`config.mk`:
```
export PLATFORM = sky130hd
export DESIGN_NAME = cpu7_exu_irf_sb_flat
export DESIGN_NICKNAME = d
export VERILOG_FILES = /design/src/rtl/cpu7_exu_irf_sb_if.sv /design/src/rtl/cpu7_exu_irf_sb.sv /design/src/flat_wrapper.sv
export SDC_FILE = /design/constraint.sdc
export NUM_CORES = 2
export LEC_CHECK = 0
export ABC_CLOCK_PERIOD_IN_PS = 10600
export BUFFER_PORTS_ARGS = -buffer_cell sky130_fd_sc_hd__buf_2
export CAP_MARGIN = 20
export CORE_AREA = 2 2 418 420
export DETAILED_ROUTE_END_ITERATION = 16
export DIE_AREA = 0 0 420 422
export MAX_ROUTING_LAYER = met4
export SLEW_MARGIN = 20
export SYNTH_ARGS = -nofsm -noshare
export SYNTH_HDL_FRONTEND = slang
export SYNTH_SLANG_ARGS = --single-unit
```
`constraint.sdc`:
```
create_clock -name clk -period 10.6 [get_ports clk]
set_input_delay 0 -clock clk [delete_from_list [all_inputs] [get_ports clk]]
set_output_delay 0 -clock clk [all_outputs]
set_load 0.02 [all_outputs]
```
`src/rtl/cpu7_exu_irf_sb_if.sv`:
```
// Decode/writeback-side bundle for the cpu7 integer register file with load scoreboard.
// The master side is the pipeline; the slave side is the register file.
interface cpu7_exu_irf_sb_if #(
    parameter int unsigned GRLEN = 32,
    parameter int unsigned AW    = 5,
    parameter int unsigned NRD   = 2,
    parameter int unsigned NWR   = 2,
    parameter int unsigned CW    = 6
);
    logic [NRD*AW-1:0]    rd_addr_d;
    logic [NRD-1:0]       rd_use_d;
    logic [NRD*GRLEN-1:0] rd_data_d;
    logic [AW-1:0]        dst_d;
    logic                 dst_use_d;
    logic [NWR-1:0]       wen_w;
    logic [NWR*AW-1:0]    waddr_w;
    logic [NWR*GRLEN-1:0] wdata_w;
    logic                 ld_issue_e;
    logic [AW-1:0]        ld_rd_e;
    logic                 ld_ret_m;
    logic [AW-1:0]        ld_ret_rd_m;
    logic                 stall_d;
    logic [CW-1:0]        pend_cnt;

    modport master (
        output rd_addr_d, rd_use_d, dst_d, dst_use_d, wen_w, waddr_w, wdata_w,
               ld_issue_e, ld_rd_e, ld_ret_m, ld_ret_rd_m,
        input  rd_data_d, stall_d, pend_cnt
    );

    modport slave (
        input  rd_addr_d, rd_use_d, dst_d, dst_use_d, wen_w, waddr_w, wdata_w,
               ld_issue_e, ld_rd_e, ld_ret_m, ld_ret_rd_m,
        output rd_data_d, stall_d, pend_cnt
    );
endinterface

```
`src/rtl/cpu7_exu_irf_sb.sv`:
```
// Integer register file with write-through bypass and a pending-load scoreboard that
// raises the D-stage stall on load-use and write-after-write hazards.
module cpu7_exu_irf_sb #(
    parameter int unsigned GRLEN = 32,
    parameter int unsigned AW    = 5,
    parameter int unsigned NRD   = 2,
    parameter int unsigned NWR   = 2,
    parameter int unsigned CW    = 6
) (
    input logic             clk,
    input logic             resetn,
    cpu7_exu_irf_sb_if.slave bus
);
    localparam int unsigned NREG = 1 << AW;

    logic [GRLEN-1:0]     regs [NREG];
    logic [NREG-1:0]      pend;
    logic [NREG-1:0]      pend_next;
    logic [CW-1:0]        cnt_next;
    logic [CW-1:0]        pend_cnt_q;
    logic [NRD*GRLEN-1:0] rd_data;
    logic                 raw_any;
    logic                 waw;
    logic                 stall;

    // Later ports are applied last, so the highest-index writer wins on a collision.
    always_ff @(posedge clk or negedge resetn) begin
        if (!resetn) begin
            for (int k = 0; k < NREG; k++) regs[k] <= '0;
        end else begin
            for (int j = 0; j < NWR; j++) begin
                if (bus.wen_w[j] && bus.waddr_w[j*AW +: AW] != '0) begin
                    regs[bus.waddr_w[j*AW +: AW]] <= bus.wdata_w[j*GRLEN +: GRLEN];
                end
            end
        end
    end

    always_comb begin
        rd_data = '0;
        for (int i = 0; i < NRD; i++) begin
            if (resetn && bus.rd_addr_d[i*AW +: AW] != '0) begin
                rd_data[i*GRLEN +: GRLEN] = regs[bus.rd_addr_d[i*AW +: AW]];
                for (int j = 0; j < NWR; j++) begin
                    if (bus.wen_w[j] && bus.waddr_w[j*AW +: AW] == bus.rd_addr_d[i*AW +: AW]) begin
                        rd_data[i*GRLEN +: GRLEN] = bus.wdata_w[j*GRLEN +: GRLEN];
                    end
                end
            end
        end
    end

    // Issue is applied after return so a new load to the same register keeps ownership.
    always_comb begin
        pend_next = pend;
        if (bus.ld_ret_m) pend_next[bus.ld_ret_rd_m] = 1'b0;
        if (bus.ld_issue_e) pend_next[bus.ld_rd_e] = 1'b1;
        pend_next[0] = 1'b0;
        cnt_next = '0;
        for (int k = 0; k < NREG; k++) cnt_next = cnt_next + CW'(pend_next[k]);
    end

    always_ff @(posedge clk or negedge resetn) begin
        if (!resetn) begin
            pend       <= '0;
            pend_cnt_q <= '0;
        end else begin
            pend       <= pend_next;
            pend_cnt_q <= cnt_next;
        end
    end

    always_comb begin
        raw_any = 1'b0;
        for (int i = 0; i < NRD; i++) begin
            if (bus.rd_use_d[i] && bus.rd_addr_d[i*AW +: AW] != '0 &&
                (pend[bus.rd_addr_d[i*AW +: AW]] ||
                 (bus.ld_issue_e && bus.ld_rd_e == bus.rd_addr_d[i*AW +: AW])) &&
                !(bus.ld_ret_m && bus.ld_ret_rd_m == bus.rd_addr_d[i*AW +: AW] &&
                  !(bus.ld_issue_e && bus.ld_rd_e == bus.rd_addr_d[i*AW +: AW]))) begin
                raw_any = 1'b1;
            end
        end
        waw = bus.dst_use_d && bus.dst_d != '0 &&
              (pend[bus.dst_d] || (bus.ld_issue_e && bus.ld_rd_e == bus.dst_d));
        stall = resetn && (raw_any || waw);
    end

    assign bus.rd_data_d = rd_data;
    assign bus.stall_d   = stall;
    assign bus.pend_cnt  = pend_cnt_q;
endmodule

```
`src/flat_wrapper.sv`:
```
// flat-port wrapper written by rule: the top's interface ports become plain ports
module cpu7_exu_irf_sb_flat 
#(
    parameter int unsigned GRLEN = 32,
    parameter int unsigned AW    = 5,
    parameter int unsigned NRD   = 2,
    parameter int unsigned NWR   = 2,
    parameter int unsigned CW    = 6
)
  (clk, resetn, bus_rd_addr_d, bus_rd_use_d, bus_dst_d, bus_dst_use_d, bus_wen_w, bus_waddr_w, bus_wdata_w, bus_ld_issue_e, bus_ld_rd_e, bus_ld_ret_m, bus_ld_ret_rd_m, bus_rd_data_d, bus_stall_d, bus_pend_cnt);
  cpu7_exu_irf_sb_if #(.GRLEN(GRLEN), .AW(AW), .NRD(NRD), .NWR(NWR), .CW(CW)) bus_i ();
  input logic clk;
  input logic resetn;
  input wire logic [$bits(bus_i.rd_addr_d)-1:0] bus_rd_addr_d;
  input wire logic [$bits(bus_i.rd_use_d)-1:0] bus_rd_use_d;
  input wire logic [$bits(bus_i.dst_d)-1:0] bus_dst_d;
  input wire logic [$bits(bus_i.dst_use_d)-1:0] bus_dst_use_d;
  input wire logic [$bits(bus_i.wen_w)-1:0] bus_wen_w;
  input wire logic [$bits(bus_i.waddr_w)-1:0] bus_waddr_w;
  input wire logic [$bits(bus_i.wdata_w)-1:0] bus_wdata_w;
  input wire logic [$bits(bus_i.ld_issue_e)-1:0] bus_ld_issue_e;
  input wire logic [$bits(bus_i.ld_rd_e)-1:0] bus_ld_rd_e;
  input wire logic [$bits(bus_i.ld_ret_m)-1:0] bus_ld_ret_m;
  input wire logic [$bits(bus_i.ld_ret_rd_m)-1:0] bus_ld_ret_rd_m;
  output wire logic [$bits(bus_i.rd_data_d)-1:0] bus_rd_data_d;
  output wire logic [$bits(bus_i.stall_d)-1:0] bus_stall_d;
  output wire logic [$bits(bus_i.pend_cnt)-1:0] bus_pend_cnt;
  assign bus_i.rd_addr_d = bus_rd_addr_d;
  assign bus_i.rd_use_d = bus_rd_use_d;
  assign bus_i.dst_d = bus_dst_d;
  assign bus_i.dst_use_d = bus_dst_use_d;
  assign bus_i.wen_w = bus_wen_w;
  assign bus_i.waddr_w = bus_waddr_w;
  assign bus_i.wdata_w = bus_wdata_w;
  assign bus_i.ld_issue_e = bus_ld_issue_e;
  assign bus_i.ld_rd_e = bus_ld_rd_e;
  assign bus_i.ld_ret_m = bus_ld_ret_m;
  assign bus_i.ld_ret_rd_m = bus_ld_ret_rd_m;
  assign bus_rd_data_d = bus_i.rd_data_d;
  assign bus_stall_d = bus_i.stall_d;
  assign bus_pend_cnt = bus_i.pend_cnt;
  cpu7_exu_irf_sb #(.GRLEN(GRLEN), .AW(AW), .NRD(NRD), .NWR(NWR), .CW(CW)) u_core (.clk(clk), .resetn(resetn), .bus(bus_i));
endmodule
```
==> metrics.log <==
INFO  metric outcome = finished, final reports clean
INFO  metric crit_start = bus_ld_rd_e[4]
INFO  metric fin_setup_tns = 0 ns
INFO  metric synth_cell_types = 55
INFO  metric grt_pass1_vias = 53300
INFO  metric antenna_found_initial = 21
INFO  metric worst-path-max-fanout = 11
INFO  metric port_buf_inserts = 178
INFO  metric drt-total-wl = 270000 um
INFO  metric nNetsFinal = 6300
INFO  metric netlist_top_cells_area = dfrtp_1 39%, mux4_2 17%, mux2i_1 13%, a21oi_1 4.7%, mux2_2 4.3%
INFO  metric pwr-share-seq = 38.9%
INFO  metric cts_num_sinks = 1061
INFO  metric crit_path_start_kind = input port
INFO  metric power_per_cell_area = roughly 200 nW/um^2
INFO  metric first_iter_violations = 8016
INFO  metric clk_latency = 0.74 ns
INFO  metric total_power = between 15 and 20 mW
INFO  metric initial_core_util = between 30 and 40%
INFO  metric total_number_of_h_tree_levels = 3
INFO  metric p_sw = 5.10 mW
INFO  metric comb_power_share = 32.5%
INFO  metric classification_of_the_worst_slack_hold_path = input port to flip-flop
INFO  metric timing.final.crit_period = 5.98 ns
INFO  metric final_area = 75800 sq um
INFO  metric grt_start_max_net_pins = about 150
INFO  metric detail_route.vias_per_cell = 6.46
INFO  metric yosysMostFrequentCell = dfrtp_1
INFO  metric design.die.area = approximately 180000 sq um
INFO  metric regToRegEndpoint = u_core.bus.pend_cnt[4]
INFO  metric die-width = between 400 and 500 um
INFO  metric r2r_cells = 16
INFO  metric grt_pass1_wl = 391000 um
INFO  metric detail_route.drc_violations = 0
INFO  metric ys_seq_elements = 1061
INFO  metric finalCritPeriodShare = around 56%
INFO  metric critical_path.endpoint_type = flip-flop
INFO  metric preCtsSetupSlack = 4.99 ns
INFO  metric die_y = 422 um
INFO  metric dpl-instance-area = 70300 sq um
INFO  metric cts_tree = built
INFO  metric area_share_of_the_leading_cell_type_in_the_synthesized_netlist = 38.6%
INFO  metric worst_ep_required = between 10 and 15 ns
INFO  metric drt-met1-wl = 105000 um
INFO  metric post_synth_inst_count = 6480
INFO  metric leading_post_synthesis_cells_by_instance_count = 1061 x dfrtp_1, 900 x mux2i_1, 737 x nor2_1, 649 x a21oi_1, 530 x mux4_2
INFO  metric pwr-share-clk = 28.6%
INFO  metric vdd.ir_drop.worst = 0.334 mV
INFO  metric relSlewSlack = 19.0%
INFO  metric timing.fmax = 167 MHz
INFO  metric worst_setup_hold_path_clk_slew = 0.06 ns
INFO  metric rr_startpoint = u_core.pend[2]
INFO  metric routedWlPerCell = 31.4 um
INFO  metric detailroute.via_count = 55600
INFO  metric synth_top_cell_by_area = dfrtp_1
INFO  metric postSynth.topFlopCell = dfrtp_1
INFO  metric worst-slew-pin-transition = 1.21 ns
INFO  metric setup-violations-final = 0
INFO  metric cap_viol_max_count = 0
INFO  metric clock-skew-final = 0.00634 ns
INFO  metric internal_reg_to_reg_setup_slack = 5.32 ns
INFO  metric internal-power = 10.4 mW
INFO  metric timing_hold_violations_final = 0
INFO  metric syn_to_layout_area_delta = 10.1%
INFO  metric synthArstFlopShare = 100%
INFO  metric mappedNetlistNets = between 6000 and 7000
INFO  metric num_rows = 153
INFO  metric netlist_area = a little under 70000 sq um
INFO  metric clock-root-buffer = clkbuf_16
INFO  metric grt_overflow = 0
INFO  metric timing.final.ws_setup = 4.62 ns
INFO  metric grt_use_total = ~30%
INFO  metric rsz_0062_raised_after_global_routing = no
INFO  metric post_route_cells_drive_above_1_share = between 20% and 30%
INFO  metric swShare = 32.9%
INFO  metric syn_avg_cell_area = 10.6 sq um
INFO  metric synth_edf_count = 0
INFO  metric ctsLongestPathBuffers = 3
INFO  metric gpl.final_weighted_congestion = 0.870
INFO  metric slew_violations = 0
INFO  metric top_layer = met4
INFO  metric place_hpwl = 148000 um
INFO  metric critical_path_class = input port to flip-flop
INFO  metric drtPass1Iterations = 6
INFO  metric postRouteAntennaNets = 0
INFO  metric core_area = 173000 sq um
INFO  metric cp_data_arrival_time = 6.64 ns
INFO  metric routed-wl-met2 = 120000 um
INFO  metric setup.worst_path.end = u_core.bus.pend_cnt[4]
INFO  metric warning_count_from_the_yosys_run = 0
INFO  metric dr_wl_met3 = ~29000 um
INFO  metric synth.yosys.seq_area_share = a little under 40%
INFO  metric tritoncts.num_buffers = 115
INFO  metric cts_resized = 0
INFO  metric pin_count = 179
INFO  metric utilization = 43.8%
INFO  metric leakagePower = 33.1 nW
-- metal layers --
| metal | vias to the layer above | global-route usage, % |
|---|---|---|
| met5 | - | - |
| met4 | 0 | 16.8 |
| met3 | 801 | 7.18 |
| met2 | 3690 | 44.8 |
| met1 | 28000 | 40.0 |
| li1 | 23100 | - |
-- cell usage in the layout (no fill, tap or decap), types with 51 or more instances in the layout --
master,count
a32oi_1,105
buf_4,97
nor3_1,130
buf_2,172
o22ai_1,129
mux2i_1,900
nand2_1,370
dlygate4sd3_1,124
inv_1,51
mux4_2,530
mux2_2,261
dfrtp_1,1061
clkbuf_16,117
o21ai_0,398
nor2_1,716
a21oi_1,649
-- cells by family after synthesis --
| kind of cell | share of synthesized area, % |
|---|---|
| adder cells (fa/ha/maj) | 0.832 |
| AO/OA/AOI/OAI | 11.3 |
| multiplexers | 34.7 |
| AND/OR/NAND/NOR | 8.10 |
| flip-flops | 38.6 |
| XOR/XNOR | 0.611 |
| buffers and inverters | 5.88 |
-- metrics by stage --
stage | hold slack (ns) | instances
after floorplan | -0.296 | 6480
after global placement | -0.0865 | 8235
after CTS | 0.0123 | 8584
after global routing | 0.0700 | 8604
after detailed placement | -0.0855 | 8241
final | 0.0404 | 8605
-- registers in the layout (all words and copies together), names as in the netlist --
signal and count:
u_core.regs 1024, u_core.pend 31, u_core.bus.pend_cnt 6
-- cell type report --
| cell class | count | area (sq um) |
|---|---|---|
| antenna | 19 | 47.5 |
| timing repair buffer | 413 | 3200 |
| inverter | 52 | 200 |
| clock buffer | 161 | 3320 |
| multi-input combinational | 4517 | 38800 |
| fill | 15900 | 97100 |
| sequential | 1061 | 26600 |
| tap | 2325 | 2910 |
| clock inverter | 57 | 757 |
-- power by group through the flow --
stage | logic [mW] | registers (mW) | clock network (mW)
6_report | 5.03 | 6.03 | 4.42
5_1_grt | 5.57 | 6.13 | 4.62
2_1_floorplan | 3.92 | 5.73 | 0
3_5_place_dp | 4.93 | 6.04 | 0
3_3_place_gp | 4.85 | 5.99 | 0
4_1_cts | 5.03 | 5.98 | 4.45
-- repair_timing --
action                                  in CTS  in global routing
hold endpoints to repair                  1099                  0
endpoints found under the setup margin       0                  0
setup buffers                                0                  0
hold buffers                               125                  0
-- worst min-delay path by stage --
stage,slack (ns),startpoint,cells after the start,endpoint
after floorplan,-0.30,resetn,0,u_core.bus.pend_cnt[0]
after global placement,-0.09,resetn,1,u_core.regs[317]
after detailed placement,-0.09,resetn,1,u_core.regs[349]
after CTS,0.01,bus_waddr_w[2],4,u_core.regs[294]
after global routing,0.07,bus_waddr_w[6],5,u_core.regs[456]
final,0.04,bus_waddr_w[6],5,u_core.regs[456]
-- critical path: stages --
cell           delay, ns
dlygate4sd3_1       0.57
buf_2               0.30
or3b_2              0.51
dlygate4sd3_1       0.61
o21ai_0             0.27
inv_1               0.11
fa_1                0.56
fa_1                0.45
fa_1                0.58
fa_1                0.45
fa_1                0.50
inv_1               0.06
fa_1                0.45
ha_1                0.25
fa_1                0.47
a21o_1              0.17
a21oi_1             0.17
xnor2_1             0.13
Power figures use the tool's default switching activity.
